`config.mk`:
```
export PLATFORM = sky130hd
export DESIGN_NAME = window_trap_controller
export DESIGN_NICKNAME = d
export VERILOG_FILES = /design/src/rtl/window_trap_controller_pkg.sv /design/src/rtl/window_trap_controller_cwp_wrap_unit.sv /design/src/rtl/window_trap_controller.sv
export SDC_FILE = /design/constraint.sdc
export NUM_CORES = 1
export LEC_CHECK = 0
export CAP_MARGIN = 20
export CORE_MARGIN = 4
export CORE_UTILIZATION = 40
export DETAILED_ROUTE_END_ITERATION = 8
export DONT_BUFFER_PORTS = 1
export HOLD_SLACK_MARGIN = 0.15
export PLACE_DENSITY = 0.52
export SYNTH_ARGS = -nofsm -noshare
export SYNTH_HDL_FRONTEND = slang
export SYNTH_SLANG_ARGS = --single-unit
```
`constraint.sdc`:
```
create_clock -name Clock -period 3.4 [get_ports Clock]
set_input_delay 0.51 -clock Clock [delete_from_list [all_inputs] [get_ports Clock]]
set_output_delay 0.51 -clock Clock [all_outputs]
set_load 0.01 [all_outputs]
```
`src/rtl/window_trap_controller_pkg.sv`:
```
// Shared definitions for the register-window trap controller: FSM states,
// trap type codes and the default window count.
package window_trap_controller_pkg;

  localparam int NWINDOWS_DEFAULT = 32;

  typedef enum logic [1:0] {
    ST_IDLE        = 2'd0,
    ST_TRAP_SAVE   = 2'd1,
    ST_TRAP_VECTOR = 2'd2,
    ST_ERROR       = 2'd3
  } ctrl_state_t;

  localparam logic [7:0] TT_ILLEGAL          = 8'h02;
  localparam logic [7:0] TT_PRIVILEGED       = 8'h03;
  localparam logic [7:0] TT_WINDOW_OVERFLOW  = 8'h05;
  localparam logic [7:0] TT_WINDOW_UNDERFLOW = 8'h06;
  localparam logic [7:0] TT_INTERRUPT_BASE   = 8'h10;

  function automatic logic [7:0] interrupt_tt(input logic [3:0] level);
    return TT_INTERRUPT_BASE | {4'h0, level};
  endfunction

endpackage

```
`src/rtl/window_trap_controller_cwp_wrap_unit.sv`:
```
// Modular window-pointer step: one position up or down, wrapping within
// 0..NWINDOWS-1.
module cwp_wrap_unit
  import window_trap_controller_pkg::*;
#(
  parameter int NWINDOWS = NWINDOWS_DEFAULT
) (
  input  logic [4:0] cwp,
  input  logic       increment,
  output logic [4:0] result
);

  localparam logic [4:0] LAST = 5'(NWINDOWS - 1);

  always_comb begin
    if (increment) begin
      result = (cwp == LAST) ? 5'd0 : cwp + 5'd1;
    end else begin
      result = (cwp == 5'd0) ? LAST : cwp - 5'd1;
    end
  end

endmodule

```
`src/rtl/window_trap_controller.sv`:
```
// Window trap controller: checks SAVE/RESTORE/RETT and interrupts in IDLE,
// issues PSR field updates and sequences traps through save and vector steps.
//   state          | meaning
//   ST_IDLE        | accepting requests; legal window ops update PSR next cycle
//   ST_TRAP_SAVE   | PSR loads S=1, ET=0, PS=S, CWP=down
//   ST_TRAP_VECTOR | Trap_Taken pulse with latched Trap_Type
//   ST_ERROR       | trap with ET=0; held until Reset
module window_trap_controller
  import window_trap_controller_pkg::*;
#(
  parameter int NWINDOWS = NWINDOWS_DEFAULT
) (
  input  logic        Clock,
  input  logic        Reset,
  input  logic        PSR_S,
  input  logic        PSR_PS,
  input  logic        PSR_ET,
  input  logic [4:0]  PSR_CWP,
  input  logic [3:0]  PSR_PIL,
  input  logic [31:0] WIM,
  input  logic        Save_Req,
  input  logic        Restore_Req,
  input  logic        Rett_Req,
  input  logic        Priv_Op,
  input  logic [3:0]  Interrupt_Level,
  output logic        Busy,
  output logic        Trap_Taken,
  output logic [7:0]  Trap_Type,
  output logic        PSR_Fld_Ld,
  output logic        New_S,
  output logic        New_PS,
  output logic        New_ET,
  output logic [4:0]  New_CWP,
  output logic        Error_Mode
);

  ctrl_state_t state_q, state_d;
  logic       trap_taken_q, trap_taken_d;
  logic [7:0] tt_q, tt_d;
  logic       fld_ld_q, fld_ld_d;
  logic       new_s_q, new_s_d, new_ps_q, new_ps_d, new_et_q, new_et_d;
  logic [4:0] new_cwp_q, new_cwp_d;
  logic       error_q, error_d;

  logic [4:0] cwp_down, cwp_up;

  cwp_wrap_unit #(.NWINDOWS(NWINDOWS)) u_cwp_down (
    .cwp(PSR_CWP), .increment(1'b0), .result(cwp_down)
  );

  cwp_wrap_unit #(.NWINDOWS(NWINDOWS)) u_cwp_up (
    .cwp(PSR_CWP), .increment(1'b1), .result(cwp_up)
  );

  logic rett_illegal, privileged, rett_legal, overflow, underflow, interrupt;

  assign rett_illegal = Rett_Req & PSR_ET;
  assign privileged   = (Priv_Op & ~PSR_S) | (Rett_Req & ~PSR_S & ~PSR_ET);
  assign rett_legal   = Rett_Req & ~PSR_ET & PSR_S;
  assign overflow     = Save_Req & WIM[cwp_down];
  // A simultaneous RESTORE is subsumed by SAVE, so it must not underflow.
  assign underflow    = ((Restore_Req & ~Save_Req) | rett_legal) & WIM[cwp_up];
  assign interrupt    = PSR_ET & (Interrupt_Level != 4'd0) &
                        ((Interrupt_Level == 4'hF) | (Interrupt_Level > PSR_PIL));

  logic       trap_hit;
  logic [7:0] tt_sel;

  always_comb begin
    trap_hit = 1'b1;
    tt_sel   = 8'h00;
    if (rett_illegal)    tt_sel = TT_ILLEGAL;
    else if (privileged) tt_sel = TT_PRIVILEGED;
    else if (overflow)   tt_sel = TT_WINDOW_OVERFLOW;
    else if (underflow)  tt_sel = TT_WINDOW_UNDERFLOW;
    else if (interrupt)  tt_sel = interrupt_tt(Interrupt_Level);
    else                 trap_hit = 1'b0;
  end

  always_comb begin
    state_d      = state_q;
    trap_taken_d = 1'b0;
    fld_ld_d     = 1'b0;
    tt_d         = tt_q;
    new_s_d      = new_s_q;
    new_ps_d     = new_ps_q;
    new_et_d     = new_et_q;
    new_cwp_d    = new_cwp_q;
    error_d      = error_q;
    case (state_q)
      ST_IDLE: begin
        if (trap_hit) begin
          tt_d = tt_sel;
          if (!PSR_ET) begin
            state_d = ST_ERROR;
            error_d = 1'b1;
          end else begin
            // Trap entry decrements CWP without consulting WIM.
            state_d   = ST_TRAP_SAVE;
            fld_ld_d  = 1'b1;
            new_s_d   = 1'b1;
            new_ps_d  = PSR_S;
            new_et_d  = 1'b0;
            new_cwp_d = cwp_down;
          end
        end else if (Save_Req) begin
          fld_ld_d  = 1'b1;
          new_s_d   = PSR_S;
          new_ps_d  = PSR_PS;
          new_et_d  = PSR_ET;
          new_cwp_d = cwp_down;
        end else if (Restore_Req) begin
          fld_ld_d  = 1'b1;
          new_s_d   = PSR_S;
          new_ps_d  = PSR_PS;
          new_et_d  = PSR_ET;
          new_cwp_d = cwp_up;
        end else if (rett_legal) begin
          fld_ld_d  = 1'b1;
          new_s_d   = PSR_PS;
          new_ps_d  = PSR_PS;
          new_et_d  = 1'b1;
          new_cwp_d = cwp_up;
        end
      end
      ST_TRAP_SAVE: begin
        state_d      = ST_TRAP_VECTOR;
        trap_taken_d = 1'b1;
      end
      ST_TRAP_VECTOR: state_d = ST_IDLE;
      ST_ERROR:       state_d = ST_ERROR;
      default:        state_d = ST_IDLE;
    endcase
  end

  always_ff @(posedge Clock) begin
    if (Reset) begin
      state_q      <= ST_IDLE;
      trap_taken_q <= 1'b0;
      tt_q         <= 8'h00;
      fld_ld_q     <= 1'b0;
      new_s_q      <= 1'b0;
      new_ps_q     <= 1'b0;
      new_et_q     <= 1'b0;
      new_cwp_q    <= 5'd0;
      error_q      <= 1'b0;
    end else begin
      state_q      <= state_d;
      trap_taken_q <= trap_taken_d;
      tt_q         <= tt_d;
      fld_ld_q     <= fld_ld_d;
      new_s_q      <= new_s_d;
      new_ps_q     <= new_ps_d;
      new_et_q     <= new_et_d;
      new_cwp_q    <= new_cwp_d;
      error_q      <= error_d;
    end
  end

  assign Busy       = (state_q != ST_IDLE);
  assign Trap_Taken = trap_taken_q;
  assign Trap_Type  = tt_q;
  assign PSR_Fld_Ld = fld_ld_q;
  assign New_S      = new_s_q;
  assign New_PS     = new_ps_q;
  assign New_ET     = new_et_q;
  assign New_CWP    = new_cwp_q;
  assign Error_Mode = error_q;

endmodule

```
==> impl_metrics.prom, run 1 <==
# TYPE chip_impl_metric gauge
chip_impl_info{name="netlist_top_cells_area",value="sky130_fd_sc_hd__dfxtp_1, sky130_fd_sc_hd__mux4_2, sky130_fd_sc_hd__mux2i_1"} 1
chip_impl_metric{name="synthDominantCellAreaShare",unit="%"} 17.7
chip_impl_metric{name="placer_congestion_estimate",unit=""} 0.836
chip_impl_metric{name="tightest_slew",unit="ns"} 0.750
chip_impl_metric{name="clk_pin_slew",unit="ns"} 0.07
chip_impl_metric{name="setup-tns-final",unit="ns"} 0
chip_impl_metric{name="final_util",unit="%"} 46.3
chip_impl_metric{name="post_cts.repair.setup_buffers",unit=""} 0
chip_impl_metric{name="via_count_of_the_first_global_routing_pass",unit=""} 1850
chip_impl_metric{name="pwr_total",unit="W"} 0.000943
chip_impl_info{name="tritoncts_clock_tree",value="yes"} 1
chip_impl_metric{name="postRouteWirelength",unit="µm"} 5900
chip_impl_metric{name="worst_slew_margin_rel",unit="%"} 49.8
chip_impl_info{name="synth_top_cell_by_area",value="sky130_fd_sc_hd__dfxtp_1"} 1
chip_impl_metric{name="maximum_clock_frequency",unit="MHz"} 312
chip_impl_metric{name="post_cts.resized_instances",unit=""} 0
chip_impl_metric{name="cts_bufs_inserted",unit=""} 3
chip_impl_metric{name="synthCells",unit=""} 251
chip_impl_metric{name="layout-drive-gt1-share",unit="%"} 15.5
chip_impl_metric{name="dp.cells",unit=""} 314
chip_impl_metric{name="first_pass_iters",unit=""} 4
chip_impl_metric{name="ff_latch_count_synth",unit=""} 18
chip_impl_metric{name="drv.max_cap_violation_count",unit=""} 0
chip_impl_metric{name="clock_insertion_delay_worst_skew",unit="ns"} 0.25
chip_impl_info{name="synth.most_common_cell",value="sky130_fd_sc_hd__nor2_1"} 1
chip_impl_metric{name="initial_core_util",unit="%"} 42.3
chip_impl_metric{name="post_dp_cell_area",unit="mm²"} 0.00218
chip_impl_metric{name="diodes",unit=""} 0
chip_impl_metric{name="synth.cell_area",unit="mm²"} 0.00204
chip_impl_metric{name="route.detailed.vias_per_inst",unit=""} 5.99
chip_impl_metric{name="grt_max_degree",unit=""} 21
chip_impl_metric{name="timing.critical_path.fanout_max",unit=""} 18
chip_impl_info{name="cts.root.buffer_cell",value="sky130_fd_sc_hd__clkbuf_8"} 1
chip_impl_metric{name="required",unit="ns"} 3.55
chip_impl_metric{name="setup_viol",unit=""} 0
chip_impl_metric{name="synth_async_sr_flop_share",unit="%"} 0
chip_impl_metric{name="routedWlPerCell",unit="µm"} 18.5
chip_impl_metric{name="power_density",unit="mW/mm²"} 423
chip_impl_info{name="critical_path.startpoint_type",value="input pin"} 1
chip_impl_metric{name="die_height",unit="µm"} 79.4
chip_impl_metric{name="placementRows",unit=""} 25
chip_impl_metric{name="final_area",unit="mm²"} 0.00223
chip_impl_info{name="synthTopCellsByCount",value="sky130_fd_sc_hd__nor2_1, sky130_fd_sc_hd__inv_1, sky130_fd_sc_hd__dfxtp_1"} 1
chip_impl_info{name="run_status",value="complete, no violations"} 1
chip_impl_info{name="hp-class",value="input pin to flip-flop"} 1
chip_impl_metric{name="layout-area-overhead-vs-synth",unit="%"} 9.39
chip_impl_metric{name="drcViolationCount",unit=""} 0
chip_impl_info{name="worst_setup_ep_type",value="flip-flop"} 1
chip_impl_metric{name="total_area_of_sequential_cells",unit="µm²"} 360
chip_impl_metric{name="n_fill_cell",unit=""} 503
chip_impl_metric{name="route.vias.total",unit=""} 1906
chip_impl_metric{name="slew_violations",unit=""} 0
chip_impl_metric{name="fin_crit",unit="ns"} 3.20
chip_impl_metric{name="grt_first_pass_wirelength",unit="µm"} 9420
chip_impl_metric{name="ioPinCount",unit=""} 74
chip_impl_metric{name="synth-edff-count",unit=""} 0
chip_impl_info{name="rsz_0062_raised_after_global_routing",value="false"} 1
chip_impl_metric{name="ctsLongestPathBuffers",unit=""} 2
chip_impl_metric{name="die_x",unit="µm"} 79.4
chip_impl_metric{name="antenna_violating_nets_post_route",unit=""} 0
chip_impl_metric{name="num-nets-final",unit=""} 316
chip_impl_metric{name="placement.io_buffers",unit=""} 0
chip_impl_metric{name="yosysWarnings",unit=""} 0
chip_impl_metric{name="clkSinkCount",unit=""} 18
chip_impl_metric{name="vdd_ir_drop_max",unit="mV"} 0.152
chip_impl_metric{name="fp.coreArea",unit="mm²"} 0.00482
chip_impl_metric{name="dieArea",unit="mm²"} 0.00631
chip_impl_metric{name="mean_instance_size_in_the_synthesized_netlist",unit="µm²"} 8.13
chip_impl_metric{name="seq_area_frac_synth",unit="%"} 17.7
chip_impl_metric{name="grt_util_all_layers",unit="%"} 18.9
chip_impl_metric{name="synth.lib_cells_used.distinct",unit=""} 56
chip_impl_metric{name="grt_antenna_before_repair",unit=""} 0
chip_impl_metric{name="overflow",unit=""} 0
chip_impl_metric{name="period_share",unit="%"} 94.2
chip_impl_metric{name="dr.first_iter.drc_count",unit=""} 91
chip_impl_metric{name="clock_tree.htree_level_count",unit=""} 1
chip_impl_metric{name="dpl.hpwl",unit="µm"} 4810
chip_impl_info{name="crit_type",value="input pin to flip-flop"} 1
chip_impl_metric{name="critical_path_arrival",unit="ns"} 3.35
chip_impl_metric{name="fin_worst_skew",unit="ns"} 0.00670
chip_impl_info{name="yosys_most_used_dff",value="sky130_fd_sc_hd__dfxtp_1"} 1
chip_impl_metric{name="cts.hold.buffers_added",unit=""} 0
chip_impl_metric{name="finalNonFillerCells",unit=""} 318
chip_impl_metric{name="p_leak",unit="nW"} 0.891
chip_impl_metric{name="hold_violations",unit=""} 0
chip_impl_metric{name="multiInputGateArea",unit="mm²"} 0.00157
cell usage in the layout (no fill, tap or decap), types with 2 or more instances in the layout:
| master | n |
|---|---|
| sky130_fd_sc_hd__nor2_1 | 21 |
| sky130_fd_sc_hd__inv_1 | 20 |
| sky130_fd_sc_hd__dfxtp_1 | 18 |
| sky130_fd_sc_hd__nand2_1 | 14 |
| sky130_fd_sc_hd__mux2i_1 | 13 |
| sky130_fd_sc_hd__a21oi_1 | 12 |
| sky130_fd_sc_hd__buf_4 | 11 |
| sky130_fd_sc_hd__nor3_1 | 10 |
| sky130_fd_sc_hd__nand3_1 | 9 |
| sky130_fd_sc_hd__mux4_2 | 9 |
| sky130_fd_sc_hd__o21ai_0 | 9 |
| sky130_fd_sc_hd__ha_1 | 9 |
| sky130_fd_sc_hd__o21ai_1 | 8 |
| sky130_fd_sc_hd__and3_1 | 4 |
| sky130_fd_sc_hd__nand2b_1 | 4 |
| sky130_fd_sc_hd__and2_1 | 4 |
| sky130_fd_sc_hd__nor2b_1 | 4 |
| sky130_fd_sc_hd__a211oi_1 | 4 |
| sky130_fd_sc_hd__clkbuf_8 | 4 |
| sky130_fd_sc_hd__a221oi_1 | 3 |
| sky130_fd_sc_hd__xnor2_1 | 3 |
| sky130_fd_sc_hd__a31oi_1 | 3 |
| sky130_fd_sc_hd__mux2_1 | 3 |
| sky130_fd_sc_hd__a22oi_1 | 3 |
| sky130_fd_sc_hd__o21a_1 | 3 |
| sky130_fd_sc_hd__conb_1 | 3 |
| sky130_fd_sc_hd__o22ai_1 | 2 |
| sky130_fd_sc_hd__o211ai_1 | 2 |
| sky130_fd_sc_hd__nor2_4 | 2 |
| sky130_fd_sc_hd__o32ai_1 | 2 |
| sky130_fd_sc_hd__a211o_1 | 2 |
| sky130_fd_sc_hd__a21o_1 | 2 |
| sky130_fd_sc_hd__xor2_1 | 2 |
| sky130_fd_sc_hd__a221oi_2 | 2 |
| sky130_fd_sc_hd__or3b_1 | 2 |
| sky130_fd_sc_hd__nand4_1 | 2 |
| sky130_fd_sc_hd__a21oi_4 | 2 |
power by group:
group,internal [W],switching (W)
Sequential,0.000269,0.0000605
Combinational,0.000201,0.000237
Clock,0.000103,0.0000727
Total,0.000573,0.000370
per-stage QoR:
stage	setup slack, ns	hold slack [ns]
3_3_place_gp	-0.00180	0.486
4_1_cts	0.221	0.312
6_report	0.198	0.320
5_1_grt	0.0587	0.305
2_1_floorplan	0.00846	0.476
3_5_place_dp	-0.0476	0.493
worst max-delay path, stage by stage:
cell and delay, ns:
sky130_fd_sc_hd__ha_1 0.20, sky130_fd_sc_hd__and3_1 0.19, sky130_fd_sc_hd__ha_1 0.24, sky130_fd_sc_hd__nor2_4 0.28, sky130_fd_sc_hd__mux4_2 0.35, sky130_fd_sc_hd__a221oi_1 0.36
sky130_fd_sc_hd__a221oi_2 0.16, sky130_fd_sc_hd__or3b_1 0.50, sky130_fd_sc_hd__mux2_1 0.38, sky130_fd_sc_hd__mux2i_1 0.14, sky130_fd_sc_hd__nor2_1 0.05
layer usage:
layer	GRT usage, %	vias up	share of wire, %
met5	0	-	0
met4	3.78	0	1.1
met2	30.3	91	45
met1	25.5	884	44
met3	5.19	4	9.1
li1	-	927	-
final cells by class:
class / instances / share of cell area (%)
sequential: 18 / 16.2
multi-input combinational: 197 / 70.2
tap: 67 / 3.76
clock buffer: 4 / 2.47
inverter: 21 / 3.76
timing repair buffer: 11 / 3.70
logic make-up after synthesis:
group / Yosys count / share of synthesized area [%]
AND/OR/NAND/NOR: 86 / 22.3
XOR/XNOR: 5 / 2.15
multiplexers: 26 / 18.5
AO/OA/AOI/OAI: 67 / 24.9
flip-flops: 18 / 17.7
buffers and inverters: 38 / 8.10
adder cells (fa/ha/maj): 10 / 6.13
other: 1 / 0.184
path summary, 6_finish.rpt:
path | startpoint | endpoint | slack, ns | cells past startpoint
min reg2reg | New_ET | New_ET | 0.50 | 2
max | PSR_CWP[0] | New_CWP[3] | 0.20 | 11
max reg2reg | state_q[1] | New_CWP[0] | 1.57 | 7
min | Reset | Error_Mode | 0.32 | 1
Note: power is estimated with default switching activity, not from simulation.
==> inputs of run 2 (changes only) <==
Settings changed: SKIP_LAST_GASP set to 1, SYNTH_HIERARCHICAL set to 1.
==> run 2 against run 1 <==
Compared with the run above:
- synthesized cell count fell by 4.0%
- clock power about the same
- worst setup slack lost 0.023 ns
- highest routed layer unchanged
- clock skew decreased by 0.0034 ns
- sequential power is 6.1% higher
- combinational power rose by 34%
- design area is 10% higher
- sequential share of layout area fell by 1.5 points
- wire length is 11% lower
- flip-flop and latch count did not move
- critical path type unchanged
- critical path depth rose by 4
==> impl_metrics.prom, run 2 <==
# TYPE chip_impl_metric gauge
chip_impl_metric{name="first_pass_iters",unit=""} 4
chip_impl_info{name="most_common_cell_after_layout_fill_and_taps_aside",value="sky130_fd_sc_hd__buf_4"} 1
chip_impl_metric{name="routedWlPerCell",unit="µm"} 16.0
chip_impl_metric{name="pwr_total",unit="W"} 0.00111
chip_impl_metric{name="synthDominantCellAreaShare",unit="%"} 17.1
chip_impl_metric{name="drv.max_cap_violation_count",unit=""} 0
chip_impl_metric{name="worst_slew_margin_rel",unit="%"} 64.7
chip_impl_info{name="top_library_cells_by_usage_in_the_layout_fill_and_taps_aside",value="sky130_fd_sc_hd__buf_4, sky130_fd_sc_hd__inv_1, sky130_fd_sc_hd__nor2_1"} 1
chip_impl_metric{name="grt_first_pass_wirelength",unit="µm"} 8400
chip_impl_metric{name="grt_util_all_layers",unit="%"} 16.2
chip_impl_metric{name="synth.cell_area",unit="mm²"} 0.00211
chip_impl_metric{name="layout-area-overhead-vs-synth",unit="%"} 16.9
chip_impl_metric{name="die_x",unit="µm"} 80.6
chip_impl_metric{name="dpl.hpwl",unit="µm"} 4310
chip_impl_metric{name="hold_violations",unit=""} 0
chip_impl_metric{name="vdd_ir_drop_max",unit="mV"} 0.261
chip_impl_info{name="synth_top_cell_by_area",value="sky130_fd_sc_hd__dfxtp_1"} 1
chip_impl_info{name="crit_start",value="PSR_CWP[0]"} 1
chip_impl_info{name="timing.rr.start",value="state_q[1]"} 1
chip_impl_metric{name="num-nets-final",unit=""} 327
chip_impl_metric{name="clkSinkCount",unit=""} 18
chip_impl_metric{name="worst_r2r_path_depth",unit=""} 7
chip_impl_metric{name="diodes",unit=""} 0
chip_impl_info{name="cts.root.buffer_cell",value="sky130_fd_sc_hd__clkbuf_8"} 1
chip_impl_info{name="synthTopCellsByCount",value="sky130_fd_sc_hd__inv_1, sky130_fd_sc_hd__nor2_1, sky130_fd_sc_hd__a21oi_1"} 1
chip_impl_metric{name="placement.io_buffers",unit=""} 0
chip_impl_metric{name="fin_worst_skew",unit="ns"} 0.00329
chip_impl_metric{name="setup_viol",unit=""} 0
chip_impl_metric{name="grt_antenna_before_repair",unit=""} 0
chip_impl_metric{name="finalNonFillerCells",unit=""} 329
chip_impl_metric{name="postRouteWirelength",unit="µm"} 5250
chip_impl_info{name="reg2reg_to",value="New_ET"} 1
chip_impl_metric{name="clock_tree.htree_level_count",unit=""} 1
chip_impl_metric{name="initial_core_util",unit="%"} 41.2
chip_impl_metric{name="final_area",unit="mm²"} 0.00246
chip_impl_metric{name="route.detailed.vias_per_inst",unit=""} 5.73
chip_impl_info{name="tritoncts_clock_tree",value="yes"} 1
chip_impl_metric{name="period_share",unit="%"} 94.9
chip_impl_metric{name="dp.cells",unit=""} 320
chip_impl_info{name="rsz_0062_raised_after_global_routing",value="false"} 1
chip_impl_metric{name="synth.lib_cells_used.distinct",unit=""} 45
chip_impl_metric{name="drcViolationCount",unit=""} 0
chip_impl_info{name="netlist_top_cells_area",value="sky130_fd_sc_hd__dfxtp_1, sky130_fd_sc_hd__mux4_1, sky130_fd_sc_hd__ha_1"} 1
chip_impl_metric{name="post_dp_cell_area",unit="mm²"} 0.00229
chip_impl_metric{name="fin_crit",unit="ns"} 3.23
chip_impl_metric{name="timing.critical_path.fanout_max",unit=""} 12
chip_impl_metric{name="overflow",unit=""} 0
chip_impl_metric{name="yosysWarnings",unit=""} 6
chip_impl_info{name="yosys_most_used_dff",value="sky130_fd_sc_hd__dfxtp_1"} 1
chip_impl_metric{name="route.vias.total",unit=""} 1886
chip_impl_info{name="run_status",value="complete, no violations"} 1
chip_impl_metric{name="mean_instance_size_in_the_synthesized_netlist",unit="µm²"} 8.74
chip_impl_metric{name="hold_slack",unit="ns"} 0.315
chip_impl_metric{name="synth_async_sr_flop_share",unit="%"} 0
chip_impl_metric{name="tightest_slew",unit="ns"} 0.529
chip_impl_metric{name="maximum_clock_frequency",unit="MHz"} 310
chip_impl_metric{name="grt_max_degree",unit=""} 19
chip_impl_info{name="crit_type",value="input pin to flip-flop"} 1
chip_impl_metric{name="ioPinCount",unit=""} 74
chip_impl_metric{name="timing.reg2reg.setup_slack",unit="ns"} 1.47
chip_impl_metric{name="fp.coreArea",unit="mm²"} 0.00511
chip_impl_metric{name="power_density",unit="mW/mm²"} 451
chip_impl_metric{name="dieArea",unit="mm²"} 0.00649
chip_impl_metric{name="p_leak",unit="nW"} 1.01
chip_impl_metric{name="seq_area_frac_synth",unit="%"} 17.1
chip_impl_metric{name="dr.first_iter.drc_count",unit=""} 53
chip_impl_info{name="synth.most_common_cell",value="sky130_fd_sc_hd__inv_1"} 1
chip_impl_metric{name="clock_insertion_delay_worst_skew",unit="ns"} 0.25
chip_impl_metric{name="synthCells",unit=""} 241
chip_impl_metric{name="cts_bufs_inserted",unit=""} 3
chip_impl_metric{name="layout-drive-gt1-share",unit="%"} 25.9
chip_impl_metric{name="clk_pin_slew",unit="ns"} 0.07
chip_impl_metric{name="ff_latch_count_synth",unit=""} 18
chip_impl_metric{name="via_count_of_the_first_global_routing_pass",unit=""} 1828
chip_impl_metric{name="slew_violations",unit=""} 0
chip_impl_info{name="worst_setup_ep_type",value="flip-flop"} 1
chip_impl_metric{name="synth-edff-count",unit=""} 0
chip_impl_metric{name="ctsLongestPathBuffers",unit=""} 2
chip_impl_info{name="cp-endpoint",value="New_ET"} 1
chip_impl_metric{name="antenna_violating_nets_post_route",unit=""} 0
chip_impl_info{name="critical_path.startpoint_type",value="input pin"} 1
chip_impl_metric{name="placementRows",unit=""} 26
chip_impl_metric{name="critical_path_arrival",unit="ns"} 3.37
chip_impl_metric{name="required",unit="ns"} 3.55
chip_impl_metric{name="placer_congestion_estimate",unit=""} 0.823
chip_impl_info{name="hp-class",value="input pin to flip-flop"} 1
chip_impl_metric{name="die_height",unit="µm"} 80.6
run 2: per-layer routing:
layer	wire length (µm)	up-vias	track usage, %	share of wire [%]
met4	34	0	1.52	0.65
met2	2420	64	27.0	46
met5	0	-	0	0
met3	538	4	5.83	10
li1	-	939	-	-
met1	2260	879	20.6	43
run 2: kinds of logic (layout without fill, tap and decap cells):
kind of cell / Yosys count / after routing / synth area share [%]
buffers and inverters: 39 / 54 / 9.15
AOI/OAI and AO/OA: 65 / 65 / 21.6
xor gates and xnor gates: 2 / 2 / 0.832
other: 2 / 5 / 0.357
DFF: 18 / 18 / 17.1
and+or+nand+nor: 72 / 72 / 18.4
muxes: 30 / 30 / 24.8
adders and majority gates: 13 / 13 / 7.72
run 2: worst min-delay path by stage:
stage	startpoint	endpoint	slack, ns	cells past startpoint
after global routing	Reset	New_CWP[4]	0.30	1
final	Reset	New_CWP[4]	0.31	1
after floorplan	Trap_Type[2]	Trap_Type[2]	0.49	2
after global placement	Trap_Type[3]	Trap_Type[3]	0.51	2
after CTS	Reset	New_CWP[4]	0.31	1
after detailed placement	Trap_Type[0]	Trap_Type[0]	0.51	2
run 2: final cells by class:
class	instances	area (µm²)
fillers	534	2650
multi-input cells	187	1640
flip-flops and latches	18	360
repair buffers	28	240
well taps	70	87.6
inverters	22	82.6
clock buffers	4	55.1
run 2: per-stage QoR:
step	utilization (%)	worst slack, ns	TNS (ns)
CTS	45.9	0.104	0
finish	48.2	0.174	0
global route	48.2	0.0182	0
global placement	44.9	-0.105	-0.785
floorplan	-	0.00512	0
detailed placement	44.9	-0.169	-1.76
run 2: where the power goes:
group | switching [W] | leakage, nW | total [W] | internal (W)
clock | 0.0000694 | 0.0288 | 0.000172 | 0.000103
sequential | 0.0000702 | 0.148 | 0.000349 | 0.000279
combinational | 0.000287 | 0.830 | 0.000588 | 0.000301
run 2: repair_timing:
| item | CTS | global route |
|---|---|---|
| endpoints found under the setup margin | 0 | 14 |
| endpoints found under the hold margin | 0 | 0 |
| gates resized for setup | 0 | 14 |
| buffers inserted | 0 | 4 |
| hold buffers | 0 | 0 |
run 2: worst max-delay path: stages:
cell,delay [ns]
sky130_fd_sc_hd__ha_2,0.15
sky130_fd_sc_hd__and3_1,0.15
sky130_fd_sc_hd__ha_2,0.21
sky130_fd_sc_hd__nor2b_2,0.05
sky130_fd_sc_hd__a221oi_1,0.32
sky130_fd_sc_hd__a21oi_2,0.10
sky130_fd_sc_hd__mux4_2,0.29
sky130_fd_sc_hd__mux2_4,0.27
sky130_fd_sc_hd__a2bb2oi_2,0.15
sky130_fd_sc_hd__a32oi_2,0.26
sky130_fd_sc_hd__a21oi_2,0.11
sky130_fd_sc_hd__a311oi_4,0.40
sky130_fd_sc_hd__buf_12,0.17
sky130_fd_sc_hd__mux2i_1,0.17
sky130_fd_sc_hd__nor2_1,0.06
